===== src/rtl/clk_div_sched_if.sv =====
// Run-control and configuration bundle for clk_div_sched.
// Carries tick_cnt only when CLK_DIV_SCHED_TICK_CNT_EN is defined.
interface clk_div_sched_if #(
    parameter int unsigned CNT_W = 32
) ();
    logic             run;
    logic             step;
    logic             cfg_valid;
    logic [CNT_W-1:0] cfg_div;
    logic             cfg_ready;
    logic             div_clk;
    logic             tick;
    logic             busy;
    logic [CNT_W-1:0] cur_div;
`ifdef CLK_DIV_SCHED_TICK_CNT_EN
    logic [15:0]      tick_cnt;
`endif

    modport master (
        output run, step, cfg_valid, cfg_div,
`ifdef CLK_DIV_SCHED_TICK_CNT_EN
        input  tick_cnt,
`endif
        input  cfg_ready, div_clk, tick, busy, cur_div
    );

    modport slave (
        input  run, step, cfg_valid, cfg_div,
`ifdef CLK_DIV_SCHED_TICK_CNT_EN
        output tick_cnt,
`endif
        output cfg_ready, div_clk, tick, busy, cur_div
    );
endinterface


===== src/rtl/clk_div_sched.sv =====
// Programmable divider with run/stop/step sequencing and boundary-safe divide reload.
// Optional tick counter output enabled by CLK_DIV_SCHED_TICK_CNT_EN.
module clk_div_sched #(
    parameter int unsigned      CNT_W       = 32,
    parameter logic [CNT_W-1:0] DEFAULT_DIV = CNT_W'(32'd10_000_000)
) (
    input  logic            clk,
    input  logic            rst,
    clk_div_sched_if.slave  bus
);
    typedef enum logic [1:0] {
        ST_IDLE = 2'd0,
        ST_RUN  = 2'd1,
        ST_STEP = 2'd2
    } state_t;

    state_t           state_r, state_nxt_s;
    logic [CNT_W-1:0] cnt_r, cnt_nxt_s;
    logic [CNT_W-1:0] cur_div_r, cur_div_nxt_s;
    logic [CNT_W-1:0] pend_r, pend_nxt_s;
    logic             ready_r, ready_nxt_s;
    logic             div_clk_r, div_clk_nxt_s;
    logic             tick_r;
    logic             busy_r;
    logic             term_s;
    logic             xfer_s;

    // Terminal count only counts while the divider is active.
    assign term_s = (state_r != ST_IDLE) && (cnt_r == cur_div_r);
    assign xfer_s = bus.cfg_valid && ready_r;

    // State register.
    always_ff @(posedge clk) begin
        if (rst) begin
            state_r <= ST_IDLE;
        end else begin
            state_r <= state_nxt_s;
        end
    end

    // Next-state decode.
    always_comb begin
        state_nxt_s = state_r;
        case (state_r)
            ST_IDLE: begin
                if (bus.run) begin
                    state_nxt_s = ST_RUN;
                end else if (bus.step) begin
                    state_nxt_s = ST_STEP;
                end else begin
                    state_nxt_s = ST_IDLE;
                end
            end
            ST_RUN: begin
                if (term_s && !bus.run) begin
                    state_nxt_s = ST_IDLE;
                end else begin
                    state_nxt_s = ST_RUN;
                end
            end
            ST_STEP: begin
                if (term_s) begin
                    state_nxt_s = bus.run ? ST_RUN : ST_IDLE;
                end else begin
                    state_nxt_s = ST_STEP;
                end
            end
            default: state_nxt_s = ST_IDLE;
        endcase
    end

    // Counter, output phase and divide-value scheduling.
    always_comb begin
        cnt_nxt_s     = cnt_r;
        div_clk_nxt_s = div_clk_r;
        cur_div_nxt_s = cur_div_r;
        pend_nxt_s    = pend_r;
        ready_nxt_s   = ready_r;

        if (state_r == ST_IDLE) begin
            cnt_nxt_s = '0;
        end else if (term_s) begin
            cnt_nxt_s     = '0;
            div_clk_nxt_s = ~div_clk_r;
        end else begin
            cnt_nxt_s = cnt_r + CNT_W'(1'b1);
        end

        // A new value never disturbs a half-period already in flight.
        if (xfer_s) begin
            if ((state_r == ST_IDLE) || term_s) begin
                cur_div_nxt_s = bus.cfg_div;
            end else begin
                pend_nxt_s  = bus.cfg_div;
                ready_nxt_s = 1'b0;
            end
        end else if (term_s && !ready_r) begin
            cur_div_nxt_s = pend_r;
            ready_nxt_s   = 1'b1;
        end else begin
            ready_nxt_s = ready_r;
        end
    end

    // Datapath and registered outputs.
    always_ff @(posedge clk) begin
        if (rst) begin
            cnt_r     <= '0;
            cur_div_r <= DEFAULT_DIV;
            pend_r    <= '0;
            ready_r   <= 1'b1;
            div_clk_r <= 1'b0;
            tick_r    <= 1'b0;
            busy_r    <= 1'b0;
        end else begin
            cnt_r     <= cnt_nxt_s;
            cur_div_r <= cur_div_nxt_s;
            pend_r    <= pend_nxt_s;
            ready_r   <= ready_nxt_s;
            div_clk_r <= div_clk_nxt_s;
            tick_r    <= term_s;
            busy_r    <= (state_nxt_s != ST_IDLE);
        end
    end

    assign bus.cfg_ready = ready_r;
    assign bus.div_clk   = div_clk_r;
    assign bus.tick      = tick_r;
    assign bus.busy      = busy_r;
    assign bus.cur_div   = cur_div_r;

`ifdef CLK_DIV_SCHED_TICK_CNT_EN
    logic [15:0] tick_cnt_r;

    // Tick counter; a config transfer clears it even on a tick edge.
    always_ff @(posedge clk) begin
        if (rst) begin
            tick_cnt_r <= 16'd0;
        end else if (xfer_s) begin
            tick_cnt_r <= 16'd0;
        end else if (term_s) begin
            tick_cnt_r <= tick_cnt_r + 16'd1;
        end else begin
            tick_cnt_r <= tick_cnt_r;
        end
    end

    assign bus.tick_cnt = tick_cnt_r;
`endif
endmodule


===== src/flat_wrapper.sv =====
// flat-port wrapper written by rule: the top's interface ports become plain ports
module clk_div_sched_flat 
#(
    parameter int unsigned      CNT_W       = 32,
    parameter logic [CNT_W-1:0] DEFAULT_DIV = CNT_W'(32'd10_000_000)
)
  (clk, rst, bus_run, bus_step, bus_cfg_valid, bus_cfg_div, bus_cfg_ready, bus_div_clk, bus_tick, bus_busy, bus_cur_div);
  clk_div_sched_if #(.CNT_W(CNT_W)) bus_i ();
  input  logic clk;
  input  logic rst;
  input wire logic [$bits(bus_i.run)-1:0] bus_run;
  input wire logic [$bits(bus_i.step)-1:0] bus_step;
  input wire logic [$bits(bus_i.cfg_valid)-1:0] bus_cfg_valid;
  input wire logic [$bits(bus_i.cfg_div)-1:0] bus_cfg_div;
  output wire logic [$bits(bus_i.cfg_ready)-1:0] bus_cfg_ready;
  output wire logic [$bits(bus_i.div_clk)-1:0] bus_div_clk;
  output wire logic [$bits(bus_i.tick)-1:0] bus_tick;
  output wire logic [$bits(bus_i.busy)-1:0] bus_busy;
  output wire logic [$bits(bus_i.cur_div)-1:0] bus_cur_div;
  assign bus_i.run = bus_run;
  assign bus_i.step = bus_step;
  assign bus_i.cfg_valid = bus_cfg_valid;
  assign bus_i.cfg_div = bus_cfg_div;
  assign bus_cfg_ready = bus_i.cfg_ready;
  assign bus_div_clk = bus_i.div_clk;
  assign bus_tick = bus_i.tick;
  assign bus_busy = bus_i.busy;
  assign bus_cur_div = bus_i.cur_div;
  clk_div_sched #(.CNT_W(CNT_W), .DEFAULT_DIV(DEFAULT_DIV)) u_core (.clk(clk), .rst(rst), .bus(bus_i));
endmodule

===== config.mk =====
export PLATFORM = sky130hd
export DESIGN_NAME = clk_div_sched_flat
export DESIGN_NICKNAME = d
export VERILOG_FILES = /design/src/rtl/clk_div_sched_if.sv /design/src/rtl/clk_div_sched.sv /design/src/flat_wrapper.sv
export SDC_FILE = /design/constraint.sdc
export NUM_CORES = 1
export LEC_CHECK = 0
export BUFFER_PORTS_ARGS = -buffer_cell sky130_fd_sc_hd__buf_2
export CORE_MARGIN = 2
export CORE_UTILIZATION = 53
export DETAILED_ROUTE_END_ITERATION = 8
export MAX_ROUTING_LAYER = met4
export PLACE_DENSITY = 0.77
export SYNTH_ARGS = -nofsm -noshare
export SYNTH_HDL_FRONTEND = slang
export SYNTH_SLANG_ARGS = --single-unit
export TNS_END_PERCENT = 5

===== constraint.sdc =====
create_clock -name clk -period 2.2 [get_ports clk]
set_input_delay 0.33 -clock clk [delete_from_list [all_inputs] [get_ports clk]]
set_output_delay 0.33 -clock clk [all_outputs]
set_load 0.02 [all_outputs]

# ---- Yosys cells after proc, flatten, opt, wreduce, memory -nomap -nowiden
# Cells that the tools add are included.
dict set report totals {
  input_bits 37
  output_inout_bits 36
  word_cells 45
  ff_bits 102
}
dict set report op_classes {
  mux 12
  bitwise 3
  n_reduce_logical 16
  n_eq_ne 5
  addsub 1
}
# op count
set op_table {}
lappend op_table {{$mux W32} 3}
lappend op_table {{$add A32 B1 Y32 const B} 1}
lappend op_table {{$eq A32 B32 Y1} 1}
lappend op_table {{$reduce_and A2 Y1} 4}
lappend op_table {{$mux W2} 3}
lappend op_table {{$pmux W2 S3} 1}
lappend op_table {{$reduce_bool A2 Y1} 3}
lappend op_table {{$mux W1} 5}
lappend op_table {{$logic_and A1 B1 Y1} 4}
lappend op_table {{$ne A2 B2 Y1 const B} 2}
lappend op_table {{$not A1 Y1} 3}
lappend op_table {{$reduce_or A3 Y1} 1}
lappend op_table {{$eq A2 B1 Y1 const B} 1}
lappend op_table {{$eq A2 B2 Y1 const B} 1}
lappend op_table {{$logic_not A1 Y1} 2}
lappend op_table {{$logic_not A2 Y1} 1}
lappend op_table {{$logic_or A1 B1 Y1} 1}

# ---- Longest topological paths before layout
# Gate-level depths: netlist of run 1.
dict set report depth {
  ltp_word 6
  depth_mapped 8
  depth_no_buf 6
}

# ---- Worst setup path before layout of run 1
# OpenSTA, ideal clock, no wires.
dict set report synth_timing {
  kind {register to register}
  from {reg u_core.cur_div_r[29] (netlist: u_core.bus.cur_div[29])}
  to {reg u_core.div_clk_r (netlist: u_core.bus.div_clk)}
  n_path_buf 1
  setup_ns 0.070
  path_stages_with_launch 7
  required_time_ns 2.130
  synth_period_minus_slack_ns 2.179
  arrival_time_ns 2.109
  setup_slack_ns 0.021
  path_cell_list {dfxtp_1 > xnor2_1 > nand4_1 > or4_4 > buf_6 > or4_1 > a21oi_1}
}
dict set report synth_via {
  elab_chain_len 3
}
# item line
set synth_lines {}
lappend synth_lines {{start: declaration} clk_div_sched.sv:19} ;# logic [CNT_W-1:0] cur_div_r, cur_div_nxt_s;
lappend synth_lines {{start signal: assignment} clk_div_sched.sv:117} ;# cur_div_r <= cur_div_nxt_s;
lappend synth_lines {{$eq A32 B32 Y1} clk_div_sched.sv:29} ;# assign term_s = (state_r != ST_IDLE) && (cnt_r == cur_div_r);
lappend synth_lines {{$logic_and A1 B1 Y1} clk_div_sched.sv:29}
lappend synth_lines {{$reduce_and A2 Y1 (no line)} --}
lappend synth_lines {{end signal: assignment} clk_div_sched.sv:120} ;# div_clk_r <= div_clk_nxt_s;
lappend synth_lines {{end: declaration} clk_div_sched.sv:22} ;# logic div_clk_r, div_clk_nxt_s;
# Every way passes these cells.
# A chain may end at the register's enable or synchronous reset.

# ---- Final worst setup path of run 1
dict set report layout_timing {
  from {reg u_core.cur_div_r[18] (netlist: u_core.bus.cur_div[18])}
  to {reg u_core.cur_div_r[28] (netlist: u_core.bus.cur_div[28])}
}
dict set report layout_via {
  elab_chain_len 5
  elab_cells_between_ends 7
  cone_classes {2 x eq/ne; 5 x reduce/logical}
}
# item line
set layout_lines {}
lappend layout_lines {{$eq A32 B32 Y1 *} clk_div_sched.sv:29}
lappend layout_lines {{$logic_and A1 B1 Y1 *} clk_div_sched.sv:29}
lappend layout_lines {{$logic_or A1 B1 Y1 or $logic_and A1 B1 Y1 (tied branches)} {clk_div_sched.sv:91, clk_div_sched.sv:97}}
lappend layout_lines {{$ne A2 B2 Y1 (no line) or $reduce_bool A2 Y1 (tied branches)} --}
lappend layout_lines {{$reduce_and A2 Y1 (no line) *} --}
# Every way passes the cells marked *; elsewhere a longest branch is shown, timed or not.

==> results of run 1 <==
cell families after synthesis:
| kind of cell | synth area share |
|---|---|
| xor+xnor | 0.100 |
| compound gates | 0.106 |
| mux | 0.101 |
| fa+ha+maj | 0.00224 |
| flops | 0.366 |
| simple gates | 0.273 |
| buf+inv | 0.0514 |
power breakdown:
part | leakage (nW) | internal, mW | switching (mW)
registers | 0.834 | 1.96 | 0.124
clock network | 0.109 | 0.652 | 0.685
logic | 1.52 | 0.347 | 0.553
Yosys cell counts, drive strengths merged:
library cell,instances
inv,2
xnor2,35
nor3b,1
nor4,11
nand4,22
nor2,36
nor3,60
nor2b,1
o32ai,8
nand3,77
a21oi,2
o31ai,1
or4,3
a31oi,24
or2,1
o21ai,4
nand2,85
dfxtp,102
and4,6
a211oi,10
clkbuf,52
o2111ai,25
ha,1
and3,5
and2,2
buf,12
mux2i,56
o21a,1
xor2,27
o311a,1
a211o,1
o311ai,1
worst max path at each step:
stage / startpoint / endpoint / slack (ps) / depth (start not counted)
floorplan: u_core.bus.cur_div[29] / u_core.bus.div_clk / 20 / 6
global placement: u_core.bus.cur_div[30] / u_core.bus.cur_div[15] / 100 / 6
detailed placement: u_core.bus.cur_div[30] / u_core.bus.cur_div[9] / 30 / 6
CTS: u_core.bus.cur_div[31] / u_core.bus.cur_div[9] / 6 / 6
global route: u_core.bus.cur_div[17] / u_core.bus.cur_div[18] / 7 / 6
finish: u_core.bus.cur_div[18] / u_core.bus.cur_div[28] / 70 / 6
registers in the layout, indices dropped and copies added, names as in the netlist:
name	count
u_core.bus.cur_div	32
u_core.state_r	2
u_core.bus.tick	1
u_core.bus.busy	1
u_core.bus.cfg_ready	1
u_core.pend_r	32
u_core.bus.div_clk	1
u_core.cnt_r	32
metal layers:
layer | global-route usage | vias up | part of all wire
met5 | - | - | 0
met4 | 0.0983 | 0 | 0.028
met3 | 0.0570 | 40 | 0.068
met2 | 0.454 | 207 | 0.46
met1 | 0.401 | 2597 | 0.45
li1 | - | 2599 | -
cells in the final DEF (no fill, tap or decap), drive strengths merged, types with 2 or more instances in the layout:
cell / Yosys / final
nor2: 36 / 36
a31oi: 24 / 24
and4: 6 / 6
nand4: 22 / 22
xnor2: 35 / 35
dfxtp: 102 / 102
and3: 5 / 5
nand3: 77 / 77
a211oi: 10 / 10
o21ai: 4 / 4
xor2: 27 / 27
mux2i: 56 / 56
and2: 2 / 2
or4: 3 / 3
clkbuf: 52 / 10
bufinv: 0 / 2
a21oi: 2 / 2
inv: 2 / 4
nand2: 85 / 85
nor3: 60 / 60
nor4: 11 / 11
o32ai: 8 / 8
buf: 12 / 120
o2111ai: 25 / 25
final cells by class:
| cell class | count | share of cell area |
|---|---|---|
| Clock buffer | 10 | 0.0196 |
| Clock inverter | 6 | 0.0142 |
| Inverter | 2 | 0.00115 |
| Multi-Input combinational cell | 507 | 0.507 |
| Sequential cell | 102 | 0.315 |
| Tap cell | 136 | 0.0261 |
| Timing Repair Buffer | 120 | 0.117 |
stage by stage:
step	cells	setup WS (ps)	hold slack, ps	area [µm²]
global placement	866	95.5	442	6230
detailed placement	866	31.5	449	6230
CTS	883	5.69	192	6480
global route	883	7.40	188	6520
finish	883	70.0	193	6520
floorplan	675	20.6	434	5570
worst register-to-register path, delay by kind of cell, from the launching register on:
family / cells / cell delay [ps]
AO/OA/AOI/OAI: 1 / 240
XOR/XNOR: 1 / 270
flip-flops: 1 / 370
buffers and inverters: 1 / 250
AND/OR/NAND/NOR: 3 / 890
repair_timing:
action,4_1_cts,5_1_grt
setup endpoints to repair,8,24
gates cloned,0,0
resized for setup,8,13
pin swaps,1,1
setup buffers,1,0
==> metrics.csv, run 1 <==
metric,value,unit
final core utilization,0.635,
Mapped Area,5570,µm²
Buffers on Ports,72,
pwr dens,662,nW/µm²
maxcap violations,0,
dpl hpwl,11200,µm
GRT overflow,0,
"area leader, netlist",dfxtp_1,
reg2reg end,u_core.bus.cur_div[28],
largest net degree at the start of global routing,69,
Vias,5443,
Die H,107,µm
status,completed,
core box area,10300,µm²
layout cells sized above 1,0.222,
"FF+latch count, synth",102,
number of diodes,0,
Hold Path Cell Cnt,3,
sequential standard cell area,2060,µm²
Fillers,913,
DRC Markers,0,
drt first-iter violations,446,
clock skew,19.3,ps
fmax,0.469,GHz
WS Path Type,flop to flop,
"Seq/Total Area, Yosys",0.366,
cell at the root of the clock tree,clkbuf_8,
Final nets,780,
Setup crit end kind,flop,
net count after synthesis,713,
average size of a mapped cell,8.26,µm²
Final TNS setup,0,ps
starting density of the core,0.542,
CTS tree,yes,
share of Yosys cell area claimed by the top area cell type,0.366,
startpoint class of the critical path,flop,
worst-skew pair later-pin latency,380,ps
Worst R2R Start,u_core.bus.cur_div[18],
vias in the first global route,5183,
yosys warns,0,
Top Ports,73,
clock transition at the registers of the reported paths,110,ps
critical path's largest stage delay,590,ps
multi-input logic area,3310,µm²
HP Start,bus_cfg_div[1],
Core Rows,37,
Crit path buffers/inverters,1,
"delay-heaviest family, CP",simple AND/OR/NAND/NOR gates,
"Setup violations, final",0,
global-route usage over all layers,0.299,
Via density,6.16,
initial antenna violation count,0,
CTS Hold Bufs,0,
synthesis-to-layout area growth,17.0,%
Max clock buf depth,2,
hold endpoint,u_core.pend_r[1],
Routed Antenna Nets,0,
first-pass GRT wire length,26300,µm
"Max FO, Critical Path",25,
Synth cell types,39,
RSZ-0062 raised after global routing,no,
Final Cycle Share,0.968,
slowest CP cell,or4_4,
"Req. time, crit path",2460,ps
CP arrival,2390,ps
number of buffers created by CTS,9,
Routed WL,15900,µm
R2R Setup Slk,70,ps
clk sinks,102,
# H-tree levels,3,
Max transition margin,0.549,
total power,4.32,mW
wire per inst,18.0,µm
Fin. Hold Viols,0,
Worst Tran Pin Value,676,ps
first drt pass iteration count,5,
die area,11400,µm²
cell depth of the worst flop-to-flop path,6,
Mapped Cells,675,
Hold Path Class,input port to flop,
minimum clock period,2130,ps
crit-path cells,xnor2_1 > nand4_1 > or4_4 > buf_4 > o2111ai_2 > nand3_1,
peak supply drop,0.437,mV
LEAKAGE,2.46,nW
RePlAce Congestion,0.963,
"top cells by area, synth","dfxtp_1, mux2i_1, nand3_1",
Die W,107,µm
max-slew violations,0,
(Power assumes the default switching activity.)
==> inputs of run 2 (changes only) <==
- RECOVER_POWER: default -> 25
- SLEW_MARGIN: default -> 20
==> run 2 against run 1 <==
  * Register-to-register slack is essentially flat
  * Total power fell by 0.22%
  * Cell area decreased by 0.46%
  * Largest cell class unchanged
  * Critical path type unchanged
  * Final cell count unchanged
==> metrics.csv, run 2 (synthesized netlist as in run 1, its figures left out) <==
metric,value,unit
status,completed,
layout cells sized above 1,0.190,
post-route cell area,6490,µm²
"Req. time, crit path",2450,ps
startpoint class of the critical path,flop,
die area,11400,µm²
drt first-iter violations,410,
number of diodes,0,
Core Rows,37,
RSZ-0062 raised after global routing,no,
Worst Tran Pin Value,675,ps
share of power burned in the clock network,0.310,
worst-skew pair later-pin latency,380,ps
Final Non-Filler Cells,883,
minimum clock period,2130,ps
Final nets,780,
wire per inst,18.0,µm
Top Ports,73,
starting density of the core,0.542,
clk sinks,102,
Cells after DPL,866,
dpl hpwl,11200,µm
Sw Share,0.316,
first-pass GRT wire length,26300,µm
Die W,107,µm
maxcap violations,0,
clock transition at the registers of the reported paths,110,ps
Routed WL,15900,µm
pwr dens,663,nW/µm²
number of buffers created by CTS,9,
Comb pwr share,0.207,
hold endpoint,u_core.pend_r[1],
RePlAce Congestion,0.963,
synthesis-to-layout area growth,16.5,%
Routed Antenna Nets,0,
net switching power,1.36,mW
GRT overflow,0,
peak supply drop,0.437,mV
initial antenna violation count,0,
DRC Markers,0,
CP arrival,2380,ps
CTS tree,yes,
clock skew,19.6,ps
# H-tree levels,3,
total power,4.31,mW
Worst R2R Start,u_core.bus.cur_div[25],
"commonest non-fill, non-tap cell in the layout",dfxtp_1,
Hold Path Class,input port to flop,
Final Cycle Share,0.968,
largest net degree at the start of global routing,69,
vias in the first global route,5183,
HP Start,bus_cfg_div[1],
P_int,2.94,mW
sequential share of power,0.483,
Fin. Hold Viols,0,
Hold Path Cell Cnt,3,
"Setup violations, final",0,
Max clock buf depth,2,
LEAKAGE,2.38,nW
"commonest cells after routing, fill and taps aside","dfxtp_1, nand2_1, nand3_1, nor3_1, mux2i_1",
Max transition margin,0.550,
global-route usage over all layers,0.299,
reg2reg end,u_core.bus.cur_div[15],
Via density,6.20,
WS Path Type,flop to flop,
Vias,5472,
cell depth of the worst flop-to-flop path,6,
Critical Path Source,u_core.bus.cur_div[25],
"Max FO, Critical Path",26,
DP Area,6230,µm²
max-slew violations,0,
final core utilization,0.632,
cell at the root of the clock tree,clkbuf_8,
Setup crit end kind,flop,
fmax,0.470,GHz
R2R Setup Slk,70,ps
Final TNS setup,0,ps
first drt pass iteration count,5,
Die H,107,µm
core box area,10300,µm²
Buffers on Ports,72,
Fillers,927,
## run 2: how the worst max path moves through the flow
| stage | endpoint | cells past startpoint | slack (ps) |
|---|---|---|---|
| after floorplan | u_core.bus.div_clk | 6 | 20 |
| after global placement | u_core.bus.cur_div[15] | 6 | 100 |
| after detailed placement | u_core.bus.cur_div[9] | 6 | 30 |
| after CTS | u_core.bus.cur_div[9] | 6 | 6 |
| after global routing | u_core.bus.cur_div[18] | 6 | 7 |
| final | u_core.bus.cur_div[15] | 6 | 70 |
## run 2: worst max-delay path, stage by stage, from the launching register on
cell and delay (ps):
dfxtp_1 450, xnor2_1 160, nand4_1 180, or4_4 600, buf_6 210, nor4_2 310, a211oi_1 90
## run 2: stage by stage
| stage | hold WS (ps) | setup slack (ps) |
|---|---|---|
| 2_1_floorplan | 434 | 20.6 |
| 3_3_place_gp | 442 | 95.5 |
| 3_5_place_dp | 449 | 31.5 |
| 4_1_cts | 192 | 5.69 |
| 5_1_grt | 188 | 7.40 |
| 6_report | 195 | 70.9 |
## run 2: per-layer routing
layer  vias to the layer above  routed length, µm  track usage
met5                         -                  0            -
met4                         0                478       0.0983
met3                        46               1070       0.0570
met2                       227               7220        0.454
met1                      2602               7100        0.401
li1                       2597                  -            -
## run 2: power groups by stage
stage / Clock, mW / Sequential, mW / Combinational, mW
floorplan: 0 / 2.15 / 0.504
global placement: 0 / 2.11 / 0.852
detailed placement: 0 / 2.11 / 0.874
global route: 1.42 / 2.09 / 0.964
finish: 1.33 / 2.08 / 0.891
CTS: 1.34 / 2.07 / 0.887
## run 2: area by class of cell
cell class,count,area (µm²),share of cell area
Multi-Input combinational cell,507,3310,0.509
Sequential cell,102,2060,0.317
Timing Repair Buffer,120,733,0.113
Tap cell,136,170,0.0262
Clock buffer,10,128,0.0197
Clock inverter,6,92.6,0.0143
Inverter,2,7.51,0.00116
## run 2: what timing repair did
| action | CTS | global route |
|---|---|---|
| buffers inserted | 1 | 0 |
| setup endpoints to repair | 8 | 24 |
| pin swaps | 1 | 1 |
| resized for setup | 8 | 13 |
| hold buffers | 0 | 0 |
==> inputs of run 3 (changes only) <==
- CORE_ASPECT_RATIO: default -> 1.5
==> run 3 against run 2 <==
  * Register-to-register slack worse by 20 ps
  * First-iteration DRC count down 0.73%
  * Total power up 6.1%
  * Fmax down 1.1%
  * Critical endpoint is now u_core.bus.div_clk
  * Largest cell class unchanged
==> metrics.csv, run 3 (synthesized netlist as in run 1, its figures left out) <==
metric,value,unit
status,completed,
clk sinks,102,
Die H,130,µm
share of power burned in the clock network,0.356,
max-slew violations,0,
Vias,5478,
"Setup violations, final",0,
Max clock buf depth,2,
initial antenna violation count,0,
sequential share of power,0.454,
clock transition at the registers of the reported paths,70,ps
global-route usage over all layers,0.287,
crit-path cells,xnor2_1 > nand4_1 > or4_4 > or4_1 > a21oi_1,
startpoint class of the critical path,flop,
# H-tree levels,3,
Setup crit end kind,flop,
Die W,87.7,µm
minimum clock period,2150,ps
dpl hpwl,10700,µm
WS Path Type,flop to flop,
Routed Antenna Nets,0,
"delay-heaviest family, CP",simple AND/OR/NAND/NOR gates,
Core Rows,45,
starting density of the core,0.547,
Routed WL,15300,µm
Final Non-Filler Cells,874,
Final Cycle Share,0.978,
synthesis-to-layout area growth,16.0,%
Top Ports,73,
Buffers on Ports,72,
cell depth of the worst flop-to-flop path,5,
worst-skew pair later-pin latency,350,ps
first-pass GRT wire length,25000,µm
Via density,6.27,
"commonest non-fill, non-tap cell in the layout",dfxtp_1,
RePlAce Congestion,0.843,
layout cells sized above 1,0.160,
reg2reg end,u_core.bus.div_clk,
net switching power,1.37,mW
Worst R2R Start,u_core.bus.cur_div[21],
Cells after DPL,856,
total power,4.57,mW
Worst Tran Pin Value,617,ps
CTS tree,yes,
die area,11400,µm²
CP arrival,2430,ps
vias in the first global route,5123,
maxcap violations,0,
Fin. Hold Viols,0,
routing usage on met2,0.446,
"Max FO, Critical Path",4,
"Req. time, crit path",2480,ps
P_int,3.20,mW
number of diodes,0,
worst hold slack,223,ps
slowest CP cell,or4_1,
GRT overflow,0,
Sw Share,0.300,
Max transition margin,0.586,
pwr dens,707,nW/µm²
fmax,0.465,GHz
Hold Path Cell Cnt,3,
wire per inst,17.5,µm
HP Start,bus_cfg_div[11],
largest net degree at the start of global routing,113,
Crit path buffers/inverters,0,
first drt pass iteration count,5,
gr busiest metal,met2,
LEAKAGE,2.32,nW
GR Layer Usage met1,0.349,
clock skew,9.59,ps
number of buffers created by CTS,9,
Final nets,766,
core box area,10200,µm²
R2R Setup Slk,50,ps
DRC Markers,0,
"commonest cells after routing, fill and taps aside","dfxtp_1, nand2_1, nand3_1, nor3_1, mux2i_1",
drt first-iter violations,407,
GR Util met3,0.0503,
cell at the root of the clock tree,clkbuf_16,
critical path's largest stage delay,510,ps
Hold Path Class,input port to flop,
hold endpoint,u_core.pend_r[11],
Comb pwr share,0.190,
peak supply drop,0.468,mV
## run 3: cell count changes in the layout (fill, tap and decap cells not counted), moves of 3 or more
cell,delta
dfxtp_2,+4
nor4_2,-4
clkbuf_8,-8
buf_2,-9
nor4_1,+4
dfxtp_1,-4
buf_4,-16
clkbuf_16,+9
buf_12,+3
clkbuf_1,+9
## run 3: area by class of cell
type | instances | area (µm²)
fillers | 895 | 3730
well taps | 141 | 176
flip-flops and latches | 102 | 2060
clock buffers | 11 | 243
multi-input cells | 507 | 3270
clock inverters | 5 | 57.6
repair buffers | 106 | 651
inverters | 2 | 7.51
## run 3: stage by stage
| step | setup TNS [ps] | setup WS (ps) | instance area, µm² | util |
|---|---|---|---|---|
| final | 0 | 47.4 | 6460 | 0.634 |
| after global routing | -105 | -26.6 | 6460 | 0.634 |
| after CTS | 0 | 29.0 | 6470 | 0.635 |
| after detailed placement | 0 | 10.5 | 6160 | 0.604 |
| after global placement | 0 | 32.8 | 6160 | 0.604 |
| after floorplan | 0 | 20.6 | 5570 | - |
## run 3: power groups by stage
stage / Combinational (mW) / Sequential, mW / Clock, mW
CTS: 0.878 / 2.07 / 1.65
detailed placement: 0.861 / 2.11 / 0
global placement: 0.835 / 2.10 / 0
global route: 0.940 / 2.09 / 1.72
floorplan: 0.504 / 2.15 / 0
finish: 0.868 / 2.08 / 1.63
## run 3: worst min-delay path: stages
cell and delay, ps:
buf_2 100, nand2_1 50, mux2i_1 50
## run 3: what timing repair did
action,CTS,global route
pin swaps,2,1
endpoints found under the setup margin,1,25
buffers inserted,2,0
hold buffers,0,0
cloned,0,0
resized for setup,0,17
## run 3: worst max-delay path by stage
stage,startpoint,to,slack [ps],cells past startpoint
3_5_place_dp,u_core.bus.cur_div[29],u_core.bus.div_clk,10,5
2_1_floorplan,u_core.bus.cur_div[29],u_core.bus.div_clk,20,6
6_report,u_core.bus.cur_div[21],u_core.bus.div_clk,50,5
3_3_place_gp,u_core.bus.cur_div[25],u_core.bus.div_clk,30,5
5_1_grt,u_core.bus.cur_div[25],u_core.bus.cur_div[20],-30,6
4_1_cts,u_core.bus.cur_div[29],u_core.bus.cur_div[15],30,7
## run 3: layer usage
metal / up-vias / wire length [µm]
li1: 2570 / -
met1: 2629 / 6190
met2: 224 / 7550
met4: 0 / 720
met3: 55 / 855
met5: - / 0
